`src/rtl/ctrl_pipe.sv`:
```
// rtl/ctrl_pipe.sv - MIPS main control decoder with ID/EX, EX/MEM, MEM/WB control pipeline.
// Adds load-use stall, branch flush, global hold and saturating illegal-opcode tracking.
module ctrl_pipe #(
    parameter int REG_AW    = 5,
    parameter bit EN_ADDI   = 1'b1,
    parameter int ILL_CNT_W = 8
) (
    input  logic                 clk,
    input  logic                 rst,
    input  logic                 hold,
    input  logic                 flush,
    input  logic                 id_valid,
    input  logic [5:0]           id_opcode,
    input  logic [REG_AW-1:0]    id_rs,
    input  logic [REG_AW-1:0]    id_rt,
    input  logic [REG_AW-1:0]    id_rd,
    output logic                 stall,
    output logic [3:0]           ex_ctrl,
    output logic [REG_AW-1:0]    ex_rt,
    output logic [2:0]           mem_ctrl,
    output logic [1:0]           wb_ctrl,
    output logic [REG_AW-1:0]    wb_dest,
    output logic                 illegal,
    output logic [ILL_CNT_W-1:0] illegal_cnt
);
    localparam logic [5:0] OP_RTYPE = 6'b000000;
    localparam logic [5:0] OP_LW    = 6'b100011;
    localparam logic [5:0] OP_SW    = 6'b101011;
    localparam logic [5:0] OP_BEQ   = 6'b000100;
    localparam logic [5:0] OP_ADDI  = 6'b001000;

    logic              known;
    logic [1:0]        dec_wb;
    logic [2:0]        dec_mem;
    logic [3:0]        dec_ex;
    logic [REG_AW-1:0] dec_rt;
    logic [REG_AW-1:0] dec_dest;

    logic [3:0]        idex_ex;
    logic [2:0]        idex_mem;
    logic [1:0]        idex_wb;
    logic [REG_AW-1:0] idex_rt;
    logic [REG_AW-1:0] idex_dest;
    logic [2:0]        exmem_mem;
    logic [1:0]        exmem_wb;
    logic [REG_AW-1:0] exmem_dest;
    logic [1:0]        memwb_wb;
    logic [REG_AW-1:0] memwb_dest;
    logic              illegal_q;
    logic [ILL_CNT_W-1:0] cnt_q;
    logic              load_dec;
    logic              ill_hit;

    always_comb begin
        known   = 1'b0;
        dec_wb  = 2'b00;
        dec_mem = 3'b000;
        dec_ex  = 4'b0000;
        case (id_opcode)
            OP_RTYPE: begin known = 1'b1; dec_wb = 2'b10; dec_mem = 3'b000; dec_ex = 4'b1100; end
            OP_LW:    begin known = 1'b1; dec_wb = 2'b11; dec_mem = 3'b010; dec_ex = 4'b0001; end
            OP_SW:    begin known = 1'b1; dec_wb = 2'b00; dec_mem = 3'b001; dec_ex = 4'b0001; end
            OP_BEQ:   begin known = 1'b1; dec_wb = 2'b00; dec_mem = 3'b100; dec_ex = 4'b0010; end
            OP_ADDI: begin
                if (EN_ADDI) begin
                    known = 1'b1; dec_wb = 2'b10; dec_mem = 3'b000; dec_ex = 4'b0001;
                end
            end
            default: known = 1'b0;
        endcase
        // Invalid slots and unknown opcodes both decode to an all-zero bubble.
        if (!(id_valid && known)) begin
            dec_wb  = 2'b00;
            dec_mem = 3'b000;
            dec_ex  = 4'b0000;
        end
        dec_rt   = (id_valid && known) ? id_rt : '0;
        dec_dest = (id_valid && known) ? (dec_ex[3] ? id_rd : id_rt) : '0;
    end

    // MemRead lives in idex_mem[1]; a bubble has it clear, so bubbles never stall.
    assign stall = id_valid && idex_mem[1] && ((idex_rt == id_rs) || (idex_rt == id_rt))
                   && !flush && !rst;

    assign load_dec = !flush && !stall;
    assign ill_hit  = load_dec && id_valid && !known;

    always_ff @(posedge clk) begin
        if (rst) begin
            idex_ex    <= '0;
            idex_mem   <= '0;
            idex_wb    <= '0;
            idex_rt    <= '0;
            idex_dest  <= '0;
            exmem_mem  <= '0;
            exmem_wb   <= '0;
            exmem_dest <= '0;
            memwb_wb   <= '0;
            memwb_dest <= '0;
            illegal_q  <= 1'b0;
            cnt_q      <= '0;
        end else if (!hold) begin
            memwb_wb   <= exmem_wb;
            memwb_dest <= exmem_dest;
            if (flush) begin
                exmem_mem  <= '0;
                exmem_wb   <= '0;
                exmem_dest <= '0;
            end else begin
                exmem_mem  <= idex_mem;
                exmem_wb   <= idex_wb;
                exmem_dest <= idex_dest;
            end
            if (load_dec) begin
                idex_ex   <= dec_ex;
                idex_mem  <= dec_mem;
                idex_wb   <= dec_wb;
                idex_rt   <= dec_rt;
                idex_dest <= dec_dest;
            end else begin
                idex_ex   <= '0;
                idex_mem  <= '0;
                idex_wb   <= '0;
                idex_rt   <= '0;
                idex_dest <= '0;
            end
            illegal_q <= ill_hit;
            if (ill_hit && (cnt_q != {ILL_CNT_W{1'b1}}))
                cnt_q <= cnt_q + ILL_CNT_W'(1);
        end
    end

    assign ex_ctrl     = idex_ex;
    assign ex_rt       = idex_rt;
    assign mem_ctrl    = exmem_mem;
    assign wb_ctrl     = memwb_wb;
    assign wb_dest     = memwb_dest;
    assign illegal     = illegal_q;
    assign illegal_cnt = cnt_q;
endmodule
```
`config.mk`:
```
export PLATFORM = sky130hd
export DESIGN_NAME = ctrl_pipe
export DESIGN_NICKNAME = d
export VERILOG_FILES = /design/src/rtl/ctrl_pipe.sv
export SDC_FILE = /design/constraint.sdc
export NUM_CORES = 1
export LEC_CHECK = 0
export BUFFER_PORTS_ARGS = -buffer_cell sky130_fd_sc_hd__buf_2
export CAP_MARGIN = 20
export CORE_MARGIN = 2
export CORE_UTILIZATION = 55
export CTS_BUF_LIST = sky130_fd_sc_hd__clkbuf_4 sky130_fd_sc_hd__clkbuf_8 sky130_fd_sc_hd__clkbuf_16
export CTS_CLUSTER_SIZE = 10
export DETAILED_ROUTE_END_ITERATION = 7
export PLACE_DENSITY_LB_ADDON = 0.15
export SYNTH_ARGS = -nofsm -noshare
export SYNTH_HDL_FRONTEND = slang
export SYNTH_SLANG_ARGS = --single-unit
```
`constraint.sdc`:
```
create_clock -name clk -period 5.1 [get_ports clk]
set_input_delay 0.51 -clock clk [delete_from_list [all_inputs] [get_ports clk]]
set_output_delay 0.51 -clock clk [all_outputs]
set_load 0.005 [all_outputs]
```
# Word-level counts from Yosys, hierarchy flattened

Index checks and enable logic that the tools add are counted.

Reduce and logical (&&, ||, !) cells: 19
Add/sub/neg operators: 1
Eq/ne operators: 7
Bitwise logic cells: 1
Multiplexer cells: 18

Operators with widths:

| cell                  | count |
|---|---|
| $mux W5               | 6 |
| $eq A6 B6 Y1 const B  | 2 |
| $pmux W4 S3           | 1 |
| $eq A5 B5 Y1          | 2 |
| $logic_and A1 B1 Y1   | 9 |
| $mux W3               | 3 |
| $pmux W3 S3           | 1 |
| $add A8 B1 Y8 const B | 1 |
| $mux W4               | 2 |
| $ne A8 B8 Y1 const B  | 1 |
| $eq A6 B3 Y1 const B  | 1 |
| $eq A6 B4 Y1 const B  | 1 |
| $logic_not A6 Y1      | 1 |
| $mux W2               | 3 |
| $reduce_or A5 Y1      | 1 |
| $logic_not A1 Y1      | 4 |
| $pmux W2 S2           | 1 |
| $reduce_or A3 Y1      | 1 |
| $reduce_and A2 Y1     | 1 |
| $reduce_or A2 Y1      | 1 |
| $logic_or A1 B1 Y1    | 1 |
| $mux W1               | 1 |
| $not A1 Y1            | 1 |

Input bits: 26
Word-level logic and storage cells: 58
Register bits: 45

# Depth between registers and ports, before layout

Depth in word-level cells: 11
Mapped depth: 8
Depth with buffers taken out: 6

# Worst setup path before layout

Ideal clock, no wire load.

Kind: input port to output port
From: in rst
To: out stall
Path buffers: 2
Setup slack: 3.101 ns
Data required time: 4.590 ns
Cell stages on the path: 5
Data arrival time: 1.489 ns
Cell sequence: and4bb_1 > nand4_1 > o31ai_2 > buf_2 > buf_2

Longest elaborated chain between the ends: 2

RTL lines:

| what                | RTL line | text |
|---|---|---|
| start: declaration  | 9        | `input logic rst,` |
| $logic_not A1 Y1    | 83       | `&& !flush && !rst;` |
| $logic_and A1 B1 Y1 | 83       |  |
| end: declaration    | 17       | `output logic stall,` |

No other way between the ends.

# Final worst setup path

Same ends and word-level chain as after synthesis.

==> impl_metrics.toml <==
[setup_path]
r2r-end = "ex_rt[0]"
worstPathRequired_ns = 4.59
r2r_slack_ns = 3.19
end_kind = "output port"
arrival_ns = 1.90
crit_path_max_fanout = 35
r2r-start = "ex_rt[4]"
worstRegToRegCells = 7
worstSetupStartpointType = "primary input"
path_class = "primary input to output port"

[clock_network]
ctsHoldBuffers = 0
cts_max_path_buffers = 2
cts_root_buf = "clkbuf_4"
cts_buffers = 5
cts_resized = 0
clkSinkCount = 42
path_clk_slew_ns = 0.13
htreeDepth = 2
post_cts_buffers = 0
cts_tree = "done"
clk_latency_ns = 0.36

[finish]
nets = 290
n_antenna_cell = 0
fin_util_pct = 66.7
mostFrequentLayoutCells = "buf_2, dfxtp_1, nor2_1, nand2_1, a21oi_1"
drive_above_1_share_pct = 26.1
syn_to_final_growth_pct = 17.3
final_common_cell = "buf_2"

[timing]
tightest_slew_ns = 0.892
finalSetupTns_ns = 0
fmaxAchievable_mhz = 415
hold_viol = 0
slew-limit-headroom_pct = 40.4
rsz0062_at_grt = "false"
slew_violations = 0
period_needed_ns = 2.41
finalCritPeriodShare_pct = 47.3
fin_skew_ns = 0.0182
final-setup-viol-count = 0

[grt]
globalRouteOverflowTotal = 0
grt_first_pass_wirelength_um = 6680
grt_max_degree = 37
track_usage_pct = 21.3
grt_pass1_vias = 1442
antenna_found_initial = 0

[min_path]
worstHoldEndpoint = "ex_rt[1]"
hold-path-cell-count = 2
min-delay-start = "id_rt[1]"
hold_path_class = "primary input to flop"

[yosys]
yosysSeqAreaShare_pct = 44.3
syn_inst = 214
yosys.area.top_type = "dfxtp_1"
ys_ff_latch = 42
ys_warn_count = 0
syn-num-nets = 241
syn_avg_cell_area_um2 = 8.88
synth.top_cell.area_share_pct = 44.3
yosys.cell_types.count = 38
syn_area_mm2 = 0.00190
synth.top_cells.by_area = "dfxtp_1, mux2i_1, a21oi_1"

[floorplanning]
rows = 21
initial_core_util_pct = 56.9
core_area_mm2 = 0.00334
die_area_mm2 = 0.00394
pin_count = 55
die_w_um = 62.8
die_h_um = 62.8

[route]
vias = 1674
drt_iter0_markers = 91
drc = 0
wl_per_cell_um = 13.0
ant_nets = 0
wl_um = 4020
dr.pass1.iters = 4
via_per_inst = 5.40

[flow_run]
max_cap_viol_count = 0

[place]
dp_hpwl_um = 2900
portBuffers = 54
gp_congestion = 0.766

[pwr]
powerDensity_mw_per_mm2 = 242
total_power_mw = 0.538
power_leakage_nw = 0.979
peakVddDrop_mv = 0.150

[run_status]
outcome = "finished clean"
## flip-flops by register name, indices dropped and copies added (netlist names), 2 cells and up
| register | flops |
|---|---|
| ex_ctrl | 3 |
| ex_rt | 5 |
| exmem_dest | 5 |
| idex_dest | 5 |
| idex_mem | 3 |
| illegal_cnt | 8 |
| mem_ctrl | 3 |
| wb_ctrl | 2 |
| wb_dest | 5 |
## layer usage
layer	share of wire (%)	vias up	track usage, %	routed length, µm
met5	0	-	0	0
met2	43	61	30.8	1740
met3	5.5	6	6.31	223
met1	50	742	30.2	2010
met4	1.4	0	7.50	56
li1	-	865	-	-
## worst max-delay path: stages
cell and delay [ns]:
buf_2 0.30, and4bb_1 0.39, nand4_1 0.09, o31ai_2 0.20
buf_4 0.25, buf_2 0.15
## synth_stat cells
| cell | instances |
|---|---|
| nor2_1 | 22 |
| or4b_1 | 2 |
| nor4_2 | 1 |
| and3_1 | 1 |
| o21ai_0 | 10 |
| a22o_1 | 5 |
| o41ai_1 | 2 |
| nor4_1 | 3 |
| or4_1 | 4 |
| nand4_1 | 2 |
| nand3_1 | 4 |
| buf_2 | 2 |
| dfxtp_1 | 42 |
| nor3b_1 | 9 |
| and4bb_1 | 1 |
| nand3_2 | 1 |
| nor3_1 | 4 |
| ha_1 | 1 |
| xnor2_1 | 4 |
| clkbuf_1 | 6 |
| or3_1 | 6 |
| a21o_1 | 1 |
| mux2i_1 | 12 |
| buf_4 | 2 |
| a32o_1 | 1 |
| o31ai_2 | 1 |
| nand4b_1 | 1 |
| inv_1 | 4 |
| or4_4 | 1 |
| o311ai_0 | 1 |
| nor2b_1 | 3 |
| o31ai_1 | 1 |
| nand2_1 | 22 |
| buf_1 | 2 |
| a21oi_1 | 21 |
| mux2_2 | 2 |
| xor2_1 | 6 |
| buf_6 | 1 |
## per-stage QoR
| step | setup slack, ns | cells | hold slack [ns] | area [µm²] |
|---|---|---|---|---|
| detailed placement | 2.57 | 302 | 0.440 | 2170 |
| floorplan | 3.10 | 214 | 0.417 | 1900 |
| global route | 2.59 | 310 | 0.396 | 2230 |
| CTS | 2.71 | 310 | 0.402 | 2230 |
| global placement | 2.61 | 302 | 0.433 | 2170 |
| finish | 2.69 | 310 | 0.406 | 2230 |
## final cells by class
| class | count | area (µm²) |
|---|---|---|
| multi-input cells | 155 | 977 |
| clock inverters | 2 | 13.8 |
| repair buffers | 55 | 278 |
| well taps | 46 | 57.6 |
| fillers | 293 | 1110 |
| clock buffers | 6 | 45.0 |
| flip-flops and latches | 42 | 841 |
| inverters | 4 | 15.0 |
## how the worst max path moves through the flow
stage | slack [ns] | endpoint | from | depth (start not counted)
floorplan | 3.10 | stall | rst | 5
finish | 2.69 | stall | rst | 6
CTS | 2.71 | stall | rst | 6
global route | 2.59 | stall | rst | 6
detailed placement | 2.57 | ex_rt[2] | rst | 7
global placement | 2.61 | idex_mem[0] | rst | 7
## logic make-up (layout without fill, tap and decap cells)
family                     count (synthesis)  in the layout  share of synthesized area [%]
and+or+nand+nor                           87             87                           24.8
AOI/OAI and AO/OA                         43             43                           13.8
DFF                                       42             42                           44.3
buffers and inverters                     17             67                           4.28
muxes                                     14             14                           7.51
xor gates and xnor gates                  10             10                           4.61
adders and majority gates                  1              1                          0.659
## report_power, final
part	total, mW	leakage, nW	switching [mW]	internal (mW)
Combinational	0.0409	0.605	0.0255	0.0155
Sequential	0.330	0.338	0.00104	0.329
Clock	0.167	0.0356	0.107	0.0596
No activity file was read; power rests on OpenSTA's default activity.
